[config.mk]
export PLATFORM = sky130hd
export DESIGN_NAME = tube_scan_ctrl
export DESIGN_NICKNAME = d
export VERILOG_FILES = /design/src/rtl/tube_scan_ctrl.sv
export SDC_FILE = /design/constraint.sdc
export NUM_CORES = 1
export LEC_CHECK = 0
export CAP_MARGIN = 20
export CORE_ASPECT_RATIO = 0.8
export CORE_UTILIZATION = 51
export CTS_CLUSTER_DIAMETER = 40
export CTS_CLUSTER_SIZE = 40
export DETAILED_ROUTE_END_ITERATION = 6
export HOLD_SLACK_MARGIN = 0.15
export PLACE_DENSITY = 0.92
export SLEW_MARGIN = 20
export SYNTH_ARGS = -nofsm -noshare
export SYNTH_HDL_FRONTEND = slang
export SYNTH_SLANG_ARGS = --single-unit
export TNS_END_PERCENT = 1
[constraint.sdc]
create_clock -name sysclk -period 4.15 [get_ports sysclk]
set_clock_uncertainty 0.05 [all_clocks]
set_input_delay 1.245 -clock sysclk [delete_from_list [all_inputs] [get_ports sysclk]]
set_output_delay 1.245 -clock sysclk [all_outputs]
set_load 0.01 [all_outputs]
[src/rtl/tube_scan_ctrl.sv]
// Memory-mapped 4-digit seven-segment scan controller with frame-synchronous data swap.
// Optional leading-zero blanking is enabled by defining TUBE_LZ_BLANK_EN.
module tube_scan_ctrl #(
   parameter int          SCAN_DIV  = 100000,
   parameter logic [31:0] BASE_ADDR = 32'h4000_0010
) (
   input  logic        sysclk,
   input  logic        reset,
   input  logic        mem_read,
   input  logic        mem_write,
   input  logic [31:0] mem_addr,
   input  logic [31:0] mem_wdata,
   output logic [31:0] mem_rdata,
   output logic [3:0]  tube_select,
   output logic [7:0]  tube_segment
);

   localparam int                PRE_W     = $clog2(SCAN_DIV);
   localparam logic [PRE_W-1:0]  PRE_LAST  = PRE_W'(SCAN_DIV - 1);
   localparam logic [31:0]       CTRL_ADDR = BASE_ADDR + 32'd4;

   typedef enum logic [1:0] {D0, D1, D2, D3} digit_t;

   logic [15:0]      data_q;
   logic             enable_q;
   logic [3:0]       dp_mask_q;
   logic [15:0]      shadow_data;
   logic [3:0]       shadow_dp;
   logic [PRE_W-1:0] prescaler;
   digit_t           digit;

   logic        wr_data, wr_ctrl, rd_data, rd_ctrl;
   logic        tick, frame_end;
   logic [15:0] data_next;
   logic [3:0]  dp_next;
   logic [3:0]  nibble;
   logic        dp_bit;
   logic        blank;
   logic [6:0]  seg_bits;
   logic        unused_wdata;

   assign wr_data = mem_write && (mem_addr == BASE_ADDR);
   assign wr_ctrl = mem_write && (mem_addr == CTRL_ADDR);
   assign rd_data = mem_read  && (mem_addr == BASE_ADDR);
   assign rd_ctrl = mem_read  && (mem_addr == CTRL_ADDR);

   // Forwarding lets a write landing on the frame boundary reach the shadow copy.
   assign data_next = wr_data ? mem_wdata[15:0] : data_q;
   assign dp_next   = wr_ctrl ? mem_wdata[7:4]  : dp_mask_q;

   assign tick      = enable_q && (prescaler == PRE_LAST);
   assign frame_end = tick && (digit == D3);

   assign unused_wdata = ^{mem_wdata[31:16], mem_wdata[3:1]};

   function automatic logic [6:0] hex_seg(input logic [3:0] n);
      case (n)
         4'h0:    hex_seg = 7'h3F;
         4'h1:    hex_seg = 7'h06;
         4'h2:    hex_seg = 7'h5B;
         4'h3:    hex_seg = 7'h4F;
         4'h4:    hex_seg = 7'h66;
         4'h5:    hex_seg = 7'h6D;
         4'h6:    hex_seg = 7'h7D;
         4'h7:    hex_seg = 7'h07;
         4'h8:    hex_seg = 7'h7F;
         4'h9:    hex_seg = 7'h6F;
         4'hA:    hex_seg = 7'h77;
         4'hB:    hex_seg = 7'h7C;
         4'hC:    hex_seg = 7'h39;
         4'hD:    hex_seg = 7'h5E;
         4'hE:    hex_seg = 7'h79;
         default: hex_seg = 7'h71;
      endcase
   endfunction

   always_comb begin
      nibble = shadow_data[3:0];
      dp_bit = shadow_dp[0];
      blank  = 1'b0;
      case (digit)
         D0: begin
            nibble = shadow_data[3:0];
            dp_bit = shadow_dp[0];
         end
         D1: begin
            nibble = shadow_data[7:4];
            dp_bit = shadow_dp[1];
`ifdef TUBE_LZ_BLANK_EN
            blank  = (shadow_data[15:4] == 12'h000);
`endif
         end
         D2: begin
            nibble = shadow_data[11:8];
            dp_bit = shadow_dp[2];
`ifdef TUBE_LZ_BLANK_EN
            blank  = (shadow_data[15:8] == 8'h00);
`endif
         end
         default: begin
            nibble = shadow_data[15:12];
            dp_bit = shadow_dp[3];
`ifdef TUBE_LZ_BLANK_EN
            blank  = (shadow_data[15:12] == 4'h0);
`endif
         end
      endcase
      seg_bits = blank ? 7'h00 : hex_seg(nibble);
   end

   // Software-visible registers and the registered read port; reads see pre-write contents.
   always_ff @(posedge sysclk) begin
      if (reset) begin
         data_q    <= 16'h0000;
         enable_q  <= 1'b1;
         dp_mask_q <= 4'h0;
         mem_rdata <= 32'h0000_0000;
      end else begin
         if (wr_data) begin
            data_q <= mem_wdata[15:0];
         end
         if (wr_ctrl) begin
            enable_q  <= mem_wdata[0];
            dp_mask_q <= mem_wdata[7:4];
         end
         if (rd_data) begin
            mem_rdata <= {16'h0000, data_q};
         end else if (rd_ctrl) begin
            mem_rdata <= {24'h00_0000, dp_mask_q, 3'b000, enable_q};
         end else begin
            mem_rdata <= 32'h0000_0000;
         end
      end
   end

   // Scan engine: while disabled the shadow tracks live data so re-enable shows it at once.
   always_ff @(posedge sysclk) begin
      if (reset) begin
         prescaler    <= '0;
         digit        <= D0;
         shadow_data  <= 16'h0000;
         shadow_dp    <= 4'h0;
         tube_select  <= 4'b0000;
         tube_segment <= 8'h00;
      end else begin
         if (!enable_q) begin
            prescaler <= '0;
            digit     <= D0;
         end else if (tick) begin
            prescaler <= '0;
            case (digit)
               D0:      digit <= D1;
               D1:      digit <= D2;
               D2:      digit <= D3;
               default: digit <= D0;
            endcase
         end else begin
            prescaler <= prescaler + PRE_W'(1);
         end

         if (!enable_q || frame_end) begin
            shadow_data <= data_next;
            shadow_dp   <= dp_next;
         end

         if (enable_q) begin
            tube_select  <= 4'b0001 << digit;
            tube_segment <= {dp_bit, seg_bits};
         end else begin
            tube_select  <= 4'b0000;
            tube_segment <= 8'h00;
         end
      end
   end

endmodule
# After elaboration in Yosys (flattened, before gate mapping)
# Memory sizes are Yosys's and may differ from the RTL's. A register that Yosys moved wholly into a read port is not among the register bits.
# Index checks and enable logic that the tools add are counted.
[totals]
memories = 1
out_inout_bits = 44
regBits = 104
mem_bits_ro = 112
in_bits = 68
[classes]
n_reduce_logical = 12
n_mux = 7
shifts = 1
n_eq_ne = 6
add_sub_neg = 1
bitwise_logic = 1
[mem_list]
columns = ["name", "words", "width", "read_ports", "rd_ports_with_merged_regs", "write_ports", "line", "rtl"]
rows = [
  ["(no name shown)", 16, 7, 1, 1, 0, "57", "case (n)"],
]
[ops]
columns = ["op", "n"]
rows = [
  ["32-bit by 31-bit == test with 1-bit output (second input constant)", 2],
  ["16-bit 2-to-1 mux", 2],
  ["17-bit by 1-bit adder with 17-bit output (second input constant)", 1],
  ["17-bit == test (second input constant)", 1],
  ["4-bit one-hot mux with 3 select lines", 1],
  ["8-bit 2-to-1 mux", 1],
  ["1-bit logical AND", 6],
  ["2-bit one-hot mux with 3 select lines", 1],
  ["2-bit == test (second input constant)", 2],
  ["4-bit 2-to-1 mux", 1],
  ["2-bit OR reduction", 2],
  ["1-bit by 2-bit << shifter with 4-bit output (first input constant)", 1],
  ["1-bit one-hot mux with 3 select lines", 1],
  ["3-bit OR reduction", 1],
  ["2-bit by 1-bit == test with 1-bit output (second input constant)", 1],
  ["2-bit zero test", 1],
  ["1-bit zero test", 1],
  ["1-bit logical OR", 1],
  ["1-bit NOT", 1],
]

# Depth between registers and ports, before layout
# Gate-level depths: netlist (run 1).
[logic_depth]
word_depth = 4
depth_mapped = 10

# Least setup slack after synthesis (run 1)
# Ideal clock, no wire load.
[synth_timing]
path_kind = "input-to-reg"
startpoint = "in mem_addr[7]"
endpoint = "reg shadow_data[10]"
stages = 7
path_buffers = 2
setup_time_ps = 143
required_time_ps = 3957
slack_ps = 1314
t_arrival_ps = 2643
cell_sequence = "nor4b_2 > nand4_2 > nor4b_2 > buf_4 > buf_12 > mux2i_1 > a211oi_2"
[synth_via]
elab_chain_len = 3
[synth_lines]
columns = ["element", "line", "rtl"]
rows = [
  ["start: declaration", "11", "input logic [31:0] mem_addr,"],
  ["32-bit by 31-bit == test with 1-bit output", "42", "assign wr_data = mem_write && (mem_addr == BASE_ADDR);"],
  ["1-bit logical AND", "42", ""],
  ["16-bit 2-to-1 mux", "n/a", ""],
  ["end signal: assignment", "162", "shadow_data <= data_next;"],
  ["end: declaration", "27", "logic [15:0] shadow_data;"],
]
# No other way between the ends.
# A chain may end at the register's enable or synchronous reset.

# Worst setup path in the final report (run 1)
[layout_timing]
startpoint = "in mem_addr[24]"
endpoint = "reg shadow_data[6]"
# Same word-level chain as after synthesis.

==> implementation parameters, run 1 <==
Parameter                              Value

Min path
  Worst Hold Path Cells    1
  Min-Delay Path Class    reg -> reg
  Min-Delay Endpoint    mem_rdata[3]
  Worst Hold Launch    data_q[3]

Global route
  Antenna violations before repair    0
  Vias in the first global route    2,770
  Sum of overflow across all layers after global routing    0
  Global-route wire length before repair    12.96 mm
  Maximum number of pins on one net before global-route repair    45
  Overall fraction of global-route tracks in use    0.2169

Timing
  Tightest slew margin relative to the limit    0.4548
  Post-route setup TNS    0 ns
  RSZ-0062 raised after global routing    false
  Final Critical Period    3.215 ns
  Final clock period utilization by the worst path    0.7747
  Highest Clock Rate    about 310 MHz
  Worst Max-Slew Pin Slew    0.8179 ns
  Final hold violations    0
  Pins over their slew limit    0
  Final setup violation count    0

Power and ir drop
  Proportion of total power due to net switching    0.2232
  Switching power    345.5 uW
  Cell leakage power    between 0.0015 and 0.002 uW
  Portion of total power attributed to sequential cells    0.551
  Fraction of power consumed by combinational cells    0.062
  Maximum resistive drop on vdd    roughly 240 uV
  Total design power    1548 uW
  Proportion of power drawn by the clock network    0.386
  Power density cells    between 300 and 400 nW/um^2
  Int Power    1202 uW

Synthesis
  Number of distinct library cells after synthesis    45
  Post-synth EDFFs    0
  Number of instances in the synthesized netlist    373
  Sequential element share of the synthesized area    0.4704
  Yosys Warn Count    0
  Yosys reg bits    88
  Top cell type by total area after synthesis    sky130_fd_sc_hd__dfxtp_1
  Ranking of synthesized cells by area    sky130_fd_sc_hd__dfxtp_1 47%, sky130_fd_sc_hd__nor2_1 7.6%, sky130_fd_sc_hd__mux2i_1 7.5%, sky130_fd_sc_hd__ha_1 4.3%, sky130_fd_sc_hd__buf_4 3.4%
  Mean post-synth cell area    10.04 um^2
  Area of the mapped netlist    3745 um^2
  Area share of the largest cell type after synthesis    0.4704
  Most used flip-flop cell after synthesis    sky130_fd_sc_hd__dfxtp_1
  FFs w/ async S/R, synth    0

Layout
  Final net count    528
  Post-Route Utilization    0.6754
  Most common library cell in the layout ignoring fill and taps    sky130_fd_sc_hd__dfxtp_1
  Area growth, synth to finish    26.13%
  Antenna diodes    0
  Area of the multi-input gates    1802 um^2
  Number of inserted filler cells in the final layout    504
  Fraction of layout instances using a drive strength above 1    0.09292
  Flip-flop and latch area    1762 um^2
  Top library cells by usage in the layout, fill and taps aside    88 x sky130_fd_sc_hd__dfxtp_1, 79 x sky130_fd_sc_hd__clkdlybuf4s50_1, 76 x sky130_fd_sc_hd__nor2_1, 28 x sky130_fd_sc_hd__mux2i_1, 16 x sky130_fd_sc_hd__conb_1

Routing
  DRT Pass-1 Iters    7
  Violation count after the first detailed-route iteration    between 300 and 400
  Count of unresolved DRC violations after routing    24
  Sum of routed wire length over all layers    just over 8 mm
  Mean routed wirelength per cell    14.93 um
  Post-route ant nets    0
  Via count    between 2,000 and 3,000
  Routed via count divided by cell count    5.340

Setup path
  Register-to-Register Setup Slack    1.20 ns
  Highest fanout seen on the critical path    16
  R2r startpoint    digit[0]
  Worst Reg-to-Reg Cells    10
  Category of the critical setup timing path    in -> reg
  Arrival time at the worst endpoint    between 3 and 4 ns
  CP startpoint kind    input pin
  Crit. End Element    flop
  Critical R2R Capture    tube_segment[3]
  Worst endpoint required time    4.32 ns

Die
  Width of the die    97.81 um
  Placement Rows    27
  Number of I/O pins    112
  Chip Height    78.65 um
  Initial Utilization    0.5355
  Area inside the core boundary    around 7000 um^2
  Die area    7692 um^2

CTS
  CTS H-tree depth    3
  Total number of clock tree sinks    88
  Clock buffer depth    2
  Root buffer cell    sky130_fd_sc_hd__clkbuf_8
  Cts-stage hold buffer count    0
  Number of clock buffers inserted by TritonCTS    9
  Clock edge transition at the registers on the reported setup and hold paths    0.08 ns
  TritonCTS clock tree    yes
  Number of resized instances in the post-cts repair step    0
  Buffers inserted during post-CTS setup optimization    0
  Clock latency at the later pin of the worst-skew pair    around 0.36 ns

Outcome
  Outcome    finished, violations left
  Failing checks    DRC

Run
  Max capacitance violation total    0

Placement
  DP Wirelength    5.847 mm
  RD Place Congestion    0.7651
  Count of buffers inserted at the top-level ports    around 80
## power by group through the flow
| stage | Combinational, uW | Sequential [uW] | Clock (uW) |
|---|---|---|---|
| floorplan | 40.9 | 874 | 0 |
| global placement | 94.9 | 873 | 0 |
| detailed placement | 95.7 | 873 | 0 |
| CTS | 96.4 | 853 | 610 |
| global route | 103 | 854 | 648 |
| finish | 96.4 | 853 | 598 |
## Yosys cell counts (3+ instances only)
master                     number
sky130_fd_sc_hd__dfxtp_1       88
sky130_fd_sc_hd__nor2_1        76
sky130_fd_sc_hd__mux2i_1       28
sky130_fd_sc_hd__buf_4         17
sky130_fd_sc_hd__and2_1        14
sky130_fd_sc_hd__clkbuf_1      14
sky130_fd_sc_hd__ha_1          13
sky130_fd_sc_hd__a211oi_1      11
sky130_fd_sc_hd__a211oi_2      10
sky130_fd_sc_hd__inv_1         10
sky130_fd_sc_hd__xnor2_1       10
sky130_fd_sc_hd__nand2_1        8
sky130_fd_sc_hd__nor3_1         8
sky130_fd_sc_hd__nand3_1        6
sky130_fd_sc_hd__a221oi_1       5
sky130_fd_sc_hd__a222oi_1       5
sky130_fd_sc_hd__xor2_1         5
sky130_fd_sc_hd__and4_1         4
sky130_fd_sc_hd__nand4_1        3
sky130_fd_sc_hd__nor2b_1        3
sky130_fd_sc_hd__nor4_1         3
sky130_fd_sc_hd__nor4b_2        3
sky130_fd_sc_hd__o21ai_0        3
## metal layers
layer | vias to the layer above | track usage | wire (um) | part of all wire
met5 | - | 0 | 0 | 0
met4 | 0 | 0.06818 | 99 | 0.012
met3 | 11 | 0.07747 | 725 | 0.090
met2 | 130 | 0.3830 | 3896 | 0.48
met1 | 1334 | 0.2458 | 3327 | 0.41
li1 | 1403 | - | - | -
## cell type report
cell class,instances,area share
multi-input combinational,256,0.3815
sequential,88,0.3730
timing repair buffer,81,0.1706
clock buffer,10,0.02914
tap,87,0.02305
clock inverter,6,0.01404
inverter,11,0.008742
## registers in the layout, summed over array words and instances (netlist names)
name	flops
prescaler	17
data_q	16
mem_rdata	16
shadow_data	16
tube_segment	8
dp_mask_q	4
shadow_dp	4
tube_select	4
digit	2
enable_q	1
## worst max-delay path by stage
stage | start | endpoint | slack [ns] | cells past startpoint
after floorplan | mem_addr[7] | shadow_data[10] | 1.31 | 7
after global placement | mem_addr[12] | shadow_data[4] | 0.64 | 7
after detailed placement | mem_addr[10] | shadow_data[6] | 0.59 | 7
after CTS | mem_addr[10] | shadow_data[6] | 0.93 | 7
after global routing | mem_addr[12] | shadow_data[6] | 0.85 | 7
final | mem_addr[24] | shadow_data[6] | 0.94 | 7
## cell families after synthesis
| family | Yosys count | synth area share |
|---|---|---|
| muxes | 31 | 0.08687 |
| AOI/OAI and AO/OA | 41 | 0.09890 |
| other | 1 | 0.001001 |
| DFF | 88 | 0.4704 |
| buffers and inverters | 44 | 0.06582 |
| adders and majority gates | 13 | 0.04344 |
| and+or+nand+nor | 140 | 0.1985 |
| xor gates and xnor gates | 15 | 0.03508 |
## through the flow
stage               instances  instance area (um^2)  hold slack, ns  setup WS [ns]
finish                    539                  4723          0.4109         0.9352
global route              539                  4723          0.4358         0.8519
CTS                       539                  4723          0.4133         0.9329
detailed placement        523                  4519          0.3930         0.5896
global placement          523                  4519          0.3859         0.6401
floorplan                 388                  3801          0.3762          1.314
## critical path, cell delays in order
cell	delay [ns]
sky130_fd_sc_hd__clkdlybuf4s50_1	0.41
sky130_fd_sc_hd__nor4_1	0.29
sky130_fd_sc_hd__nand4_1	0.31
sky130_fd_sc_hd__nor4b_4	0.28
sky130_fd_sc_hd__buf_4	0.33
sky130_fd_sc_hd__mux2i_1	0.39
sky130_fd_sc_hd__a211oi_2	0.12
Power figures use the tool's default switching activity.
==> run 2, diff against run 1 <==
--- a/config.mk
+++ b/config.mk
@@ -7,12 +7,12 @@
 export LEC_CHECK = 0
 export CAP_MARGIN = 20
 export CORE_ASPECT_RATIO = 0.8
-export CORE_UTILIZATION = 51
+export CORE_UTILIZATION = 42
 export CTS_CLUSTER_DIAMETER = 40
 export CTS_CLUSTER_SIZE = 40
 export DETAILED_ROUTE_END_ITERATION = 6
 export HOLD_SLACK_MARGIN = 0.15
-export PLACE_DENSITY = 0.92
+export PLACE_DENSITY = 0.81
 export SLEW_MARGIN = 20
 export SYNTH_ARGS = -nofsm -noshare
 export SYNTH_HDL_FRONTEND = slang
==> constraint.sdc (replaced) <==
create_clock -name sysclk -period 2.7 [get_ports sysclk]
set_clock_uncertainty 0.05 [all_clocks]
set_input_delay 0.81 -clock sysclk [delete_from_list [all_inputs] [get_ports sysclk]]
set_output_delay 0.81 -clock sysclk [all_outputs]
set_load 0.01 [all_outputs]
==> run 2 against run 1 <==
The flow now finishes without violations. Clock power grew 43%. Combinational power grew 56%. Sequential power grew 54%. Wire length decreased by 2.4%. Hold slack gained 0.0015 ns. Sequential share of layout area down 0.87 points. Largest power group unchanged.
==> implementation parameters, run 2 (synthesized netlist as in run 1, its figures left out) <==
Parameter                              Value

Timing
  Worst Max-Slew Pin Slew    0.5037 ns (-0.3142 ns)
  Pins over their slew limit    0 (unchanged)
  Final setup violation count    0 (unchanged)
  Final clock period utilization by the worst path    0.9526
  RSZ-0062 raised after global routing    false
  Final hold violations    0 (unchanged)
  Highest Clock Rate    388.8 MHz
  Tightest slew margin relative to the limit    0.6634 (+0.2086)
  Post-route setup TNS    0 ns (unchanged)
  Final Critical Period    2.572 ns

CTS
  Cts-stage hold buffer count    0 (unchanged)
  Root buffer cell    sky130_fd_sc_hd__clkbuf_8
  Clock edge transition at the registers on the reported setup and hold paths    0.09 ns (about the same)
  Clock buffer depth    2 (unchanged)
  TritonCTS clock tree    yes
  CTS H-tree depth    3 (unchanged)
  Total number of clock tree sinks    88 (unchanged)
  Clock latency at the later pin of the worst-skew pair    0.36 ns (about the same)
  Number of clock buffers inserted by TritonCTS    9 (unchanged)

Die
  Number of I/O pins    112 (unchanged)
  Placement Rows    30 (+11%)
  Width of the die    107.6 um (+10%)
  Initial Utilization    0.4376 (-0.09794)
  Chip Height    86.46 um (+9.9%)
  Area inside the core boundary    8558 um^2 (+22%)
  Die area    9300 um^2 (+21%)

Power and ir drop
  Total design power    2317 uW (+50%)
  Portion of total power attributed to sequential cells    0.566 (+0.015)
  Power density cells    478.8 nW/um^2 (+46%)
  Switching power    551.5 uW (+60%)
  Int Power    1766 uW (+47%)
  Maximum resistive drop on vdd    271.8 uV (+14%)
  Fraction of power consumed by combinational cells    0.065 (+0.003)
  Proportion of total power due to net switching    0.2380 (+0.01478)
  Proportion of power drawn by the clock network    0.369 (-0.017)
  Cell leakage power    0.001749 uW (+2.6%)

Placement
  DP Wirelength    5.834 mm (-0.22%)
  RD Place Congestion    0.8190 (+7.0%)
  Count of buffers inserted at the top-level ports    79 (unchanged)

Layout
  Register with the highest flop count    prescaler
  Area growth, synth to finish    29.23%
  Most common library cell in the layout ignoring fill and taps    sky130_fd_sc_hd__dfxtp_1
  Number of inserted filler cells in the final layout    756 (+50%)
  Antenna diodes    0 (unchanged)
  Flip-flop count of the largest register, all copies and words added    17 (unchanged)
  Final net count    537 (+1.7%)
  Fraction of layout instances using a drive strength above 1    0.1171 (+0.02422)
  Top library cells by usage in the layout, fill and taps aside    87 x sky130_fd_sc_hd__dfxtp_1, 79 x sky130_fd_sc_hd__clkdlybuf4s50_1, 76 x sky130_fd_sc_hd__nor2_1, 27 x sky130_fd_sc_hd__mux2i_1, 16 x sky130_fd_sc_hd__conb_1

Min path
  Min-Delay Path Class    reg -> reg
  Worst Hold Path Cells    1 (unchanged)

Setup path
  Worst endpoint required time    2.88 ns (-1.44 ns)
  Crit. End Element    flop
  Worst Reg-to-Reg Cells    10 (unchanged)
  Arrival time at the worst endpoint    2.75 ns (-0.63 ns)
  Category of the critical setup timing path    in -> reg
  Slowest stage delay, CP    0.41 ns (about the same)
  Slowest cell on crit path    sky130_fd_sc_hd__clkdlybuf4s50_1
  Crit-path leading delay family    simple AND/OR/NAND/NOR gates
  CP startpoint kind    input pin
  Total buffers and inverters traversed by the critical path    2 (unchanged)
  Worst-path cell chain    clkdlybuf4s50_1, nor4_2, nand4_2, nor4b_4, buf_12, mux2i_1, a211oi_2
  WP depth    7 (unchanged)
  Highest fanout seen on the critical path    16 (unchanged)

Routing
  Sum of routed wire length over all layers    7.856 mm (-2.4%)
  Via count    2,893 (+0.52%)
  DRT Pass-1 Iters    4 (-3)
  Mean routed wirelength per cell    13.71 um (-8.2%)
  Post-route ant nets    0 (unchanged)
  Count of unresolved DRC violations after routing    0 (-100%)
  Violation count after the first detailed-route iteration    132 (-58%)
  Routed via count divided by cell count    5.049 (-5.4%)

Global route
  Overall fraction of global-route tracks in use    0.1776 (-0.03931)
  Global-route wire length before repair    13.07 mm (+0.85%)
  Antenna violations before repair    0 (unchanged)
  Sum of overflow across all layers after global routing    0 (unchanged)
  Maximum number of pins on one net before global-route repair    32 (-29%)
  Vias in the first global route    2,975 (+7.4%)

Run
  Max capacitance violation total    0 (unchanged)

Outcome
  Outcome    finished, final reports clean
==> run 2: cell count changes in the layout (fill, tap and decap cells not counted), sizes merged <==
cell | before | now
clkinv | 2 | 3
clkinvlp | 3 | 2
buf | 2 | 11
bufinv | 1 | 0
inv | 11 | 12
==> run 2: final cells by class <==
cell class                      count  area (um^2)  share of cell area
Multi-Input combinational cell    256         1809              0.3738
Sequential cell                    88         1763              0.3643
Timing Repair Buffer               90        898.4              0.1856
Tap cell                          112        140.1             0.02896
Clock buffer                       10        137.6             0.02844
Clock inverter                      6        50.05             0.01034
Inverter                           11        41.29            0.008532
==> run 2: path summary, 6_finish.rpt <==
path	slack, ns	startpoint	endpoint
worst max-delay path	0.13	mem_addr[1]	shadow_data[5]
worst min-delay path	0.41	data_q[2]	mem_rdata[2]
worst max register to register	0.22	digit[1]	tube_segment[3]
worst min register to register	0.41	data_q[2]	mem_rdata[2]
==> run 2: timing repair <==
item / 4_1_cts / 5_1_grt
setup buffers: 0 / 0
hold endpoints to repair: 0 / 0
setup endpoints to repair: 0 / 2
gates resized for setup: 0 / 3
==> run 2: power by group through the flow <==
| stage | combinational (uW) | clock [uW] | sequential (uW) |
|---|---|---|---|
| floorplan | 62.8 | 0 | 1340 |
| global placement | 148 | 0 | 1340 |
| CTS | 150 | 873 | 1310 |
| global route | 162 | 935 | 1310 |
| detailed placement | 149 | 0 | 1340 |
| finish | 150 | 856 | 1310 |
==> run 2: per-layer routing <==
metal,GRT usage,wire [um]
met1,0.2101,3508
met5,0,0
met4,0.04732,73
met3,0.05714,526
met2,0.3106,3748
==> run 2: per-stage QoR <==
stage / setup WS (ns) / hold slack, ns / instances / util / cell area [um^2]
2_1_floorplan: 0.1673 / 0.3762 / 388 / - / 3801
3_3_place_gp: -0.1922 / 0.3898 / 557 / 0.5425 / 4643
3_5_place_dp: -0.2754 / 0.3918 / 557 / 0.5425 / 4643
4_1_cts: 0.09641 / 0.4190 / 573 / 0.5645 / 4831
5_1_grt: 0.005095 / 0.4296 / 573 / 0.5655 / 4840
6_report: 0.1281 / 0.4124 / 573 / 0.5655 / 4840
==> run 3, diff against run 2 <==
--- a/config.mk
+++ b/config.mk
@@ -6,7 +6,6 @@
 export NUM_CORES = 1
 export LEC_CHECK = 0
 export CAP_MARGIN = 20
-export CORE_ASPECT_RATIO = 0.8
 export CORE_UTILIZATION = 42
 export CTS_CLUSTER_DIAMETER = 40
 export CTS_CLUSTER_SIZE = 40
==> run 3 against run 2 <==
The flow now finishes with violations (DRC). Design area up 0.52%. Wire length down 4.9%. Global-route usage down 1.0 points. Setup slack better by 0.056 ns. Power up 6.5%. Count of clock-buffer cells in the layout up 1. Critical path depth unchanged. Core utilization down 0.49 points. Highest routed layer unchanged.
==> implementation parameters, run 3 (synthesized netlist as in run 1, its figures left out) <==
Parameter                              Value

Setup path
  Slowest cell on crit path    sky130_fd_sc_hd__clkdlybuf4s50_1
  Critical R2R Capture    tube_segment[3]
  Worst setup path end    shadow_data[6]
  CP startpoint kind    input pin
  Highest fanout seen on the critical path    16 (unchanged)
  Slowest stage delay, CP    0.42 ns (about the same)
  CP startpoint    mem_addr[1]
  Arrival time at the worst endpoint    2.69 ns (-0.06 ns)
  Category of the critical setup timing path    in -> reg
  Worst Reg-to-Reg Cells    10 (unchanged)
  Register-to-Register Setup Slack    0.22 ns (about the same)
  Worst-path cell chain    clkdlybuf4s50_1, nor4_2, nand4_2, nor4b_4, buf_12, mux2i_1, a211oi_2
  R2r startpoint    digit[0]
  Crit. End Element    flop
  Worst endpoint required time    2.88 ns (about the same)

Timing
  Worst Hold Margin    0.4206 ns (+0.008209 ns)
  Tightest slew margin relative to the limit    0.5578 (-0.1056)
  Final hold violations    0 (unchanged)
  Final Critical Period    2.516 ns (-0.05629 ns)
  Final clock period utilization by the worst path    0.9317 (-0.02085)
  RSZ-0062 raised after global routing    false
  Highest Clock Rate    397.5 MHz (+2.2%)
  Worst Max-Slew Pin Slew    0.6632 ns (+0.1596 ns)
  Pins over their slew limit    0 (unchanged)
  Final setup violation count    0 (unchanged)

Routing
  Post-route ant nets    0 (unchanged)
  DRT Pass-1 Iters    6 (+2)
  Routed via count divided by cell count    4.914 (-2.7%)
  Mean routed wirelength per cell    13.18 um (-3.9%)
  Sum of routed wire length over all layers    7.474 mm (-4.9%)
  Violation count after the first detailed-route iteration    149 (+13%)
  Via count    2,786 (-3.7%)
  Count of unresolved DRC violations after routing    1 (+1)

CTS
  Clock edge transition at the registers on the reported setup and hold paths    0.08 ns (about the same)
  CTS H-tree depth    3 (unchanged)
  Total number of clock tree sinks    88 (unchanged)
  TritonCTS clock tree    yes
  Number of clock buffers inserted by TritonCTS    9 (unchanged)
  Clock buffer depth    2 (unchanged)
  Root buffer cell    sky130_fd_sc_hd__clkbuf_8
  Clock latency at the later pin of the worst-skew pair    0.35 ns (about the same)
  Buffers inserted during post-CTS setup optimization    0 (unchanged)

Layout
  Fraction of layout instances using a drive strength above 1    0.1133 (-0.003847)
  Flip-flop count of the largest register, all copies and words added    17 (unchanged)
  Register with the highest flop count    prescaler
  Top library cells by usage in the layout, fill and taps aside    86 x sky130_fd_sc_hd__dfxtp_1, 79 x sky130_fd_sc_hd__clkdlybuf4s50_1, 76 x sky130_fd_sc_hd__nor2_1, 28 x sky130_fd_sc_hd__mux2i_1, 16 x sky130_fd_sc_hd__conb_1
  Final cell count without fillers    567 (-1.0%)
  Antenna diodes    0 (unchanged)
  Area growth, synth to finish    29.90%
  Final net count    536 (-0.19%)
  Most common library cell in the layout ignoring fill and taps    sky130_fd_sc_hd__dfxtp_1

Global route
  Maximum number of pins on one net before global-route repair    42 (+31%)
  Antenna violations before repair    0 (unchanged)
  Sum of overflow across all layers after global routing    0 (unchanged)
  Vias in the first global route    2,633 (-11%)
  Global-route wire length before repair    11.85 mm (-9.3%)
  Overall fraction of global-route tracks in use    0.1676 (-0.01002)

Die
  Number of I/O pins    112 (unchanged)
  Width of the die    96.43 um (-10%)
  Die area    9298 um^2 (about the same)
  Chip Height    96.43 um (+12%)
  Initial Utilization    0.4315 (-0.006056)
  Area inside the core boundary    8678 um^2 (+1.4%)
  Placement Rows    34 (+13%)

Outcome
  Outcome    finished, violations left
  Failing checks    DRC

Placement
  DP Wirelength    5.565 mm (-4.6%)
  Placed instance count    552 (-0.90%)
  RD Place Congestion    0.8025 (-2.0%)
  Count of buffers inserted at the top-level ports    79 (unchanged)

Power and ir drop
  Power density cells    507.4 nW/um^2 (+6.0%)
  Cell leakage power    0.001766 uW (+0.99%)
  Maximum resistive drop on vdd    278.8 uV (+2.5%)

Min path
  Min-Delay Path Class    reg -> reg

Run
  Max capacitance violation total    0 (unchanged)
-- run 3: cell types whose count changed in the layout (fill, tap and decap cells not counted), sizes merged --
cell | before | now
clkbuf | 10 | 11
clkinv | 3 | 1
buf | 11 | 10
bufinv | 0 | 2
clkinvlp | 2 | 1
inv | 12 | 11
-- run 3: layout make-up --
class                      count  area [um^2]
clock buffer                  11        151.4
clock inverter                 4        76.32
fill                         779         3814
inverter                      11        41.29
multi-input combinational    256         1805
sequential                    88         1764
tap                          108        135.1
timing repair buffer          89        890.9
-- run 3: worst max-delay path: cells and delay by family --
| family | cells | cell delay (ns) |
|---|---|---|
| and+or+nand+nor | 3 | 0.80 |
| buffers and inverters | 2 | 0.63 |
| muxes | 1 | 0.33 |
| AOI/OAI and AO/OA | 1 | 0.11 |
-- run 3: metal layers --
layer | GRT usage | vias up | wire (um)
met4 | 0.06863 | 0 | 104
met1 | 0.1888 | 1292 | 3272
met3 | 0.04851 | 12 | 312
li1 | - | 1419 | -
met2 | 0.2961 | 63 | 3784
met5 | 0 | - | 0
-- run 3: what timing repair did --
| item | in CTS | in global routing |
|---|---|---|
| endpoints found under the setup margin | 0 | 2 |
| gates resized for setup | 0 | 3 |
| hold buffers | 0 | 0 |
-- run 3: stage by stage --
step           setup WS [ns]  cell area (um^2)  utilization  power (uW)  setup TNS (ns)
2_1_floorplan         0.1673              3801            -        1407               0
3_3_place_gp         -0.1838              4631       0.5336        1487          -4.432
3_5_place_dp         -0.2129              4631       0.5336        1491          -5.679
4_1_cts               0.1108              4858       0.5598        2491               0
5_1_grt              0.01552              4865       0.5606        2556               0
6_report              0.1844              4865       0.5606        2469               0
-- run 3: power by group --
group          switching [uW]  leakage, uW  internal, uW  total (uW)
sequential               5.48     0.000713          1310        1310
combinational            58.6     0.000941          89.8         148
clock                     439     0.000112           570        1010
-- run 3: how the worst min path moves through the flow --
stage                  from             to  depth (start not counted)
3_5_place_dp      data_q[1]   mem_rdata[1]                          1
4_1_cts          data_q[13]  mem_rdata[13]                          1
5_1_grt          data_q[13]  mem_rdata[13]                          1
6_report         data_q[12]  mem_rdata[12]                          1
2_1_floorplan  prescaler[0]   prescaler[0]                          1
3_3_place_gp   prescaler[0]   prescaler[0]                          1
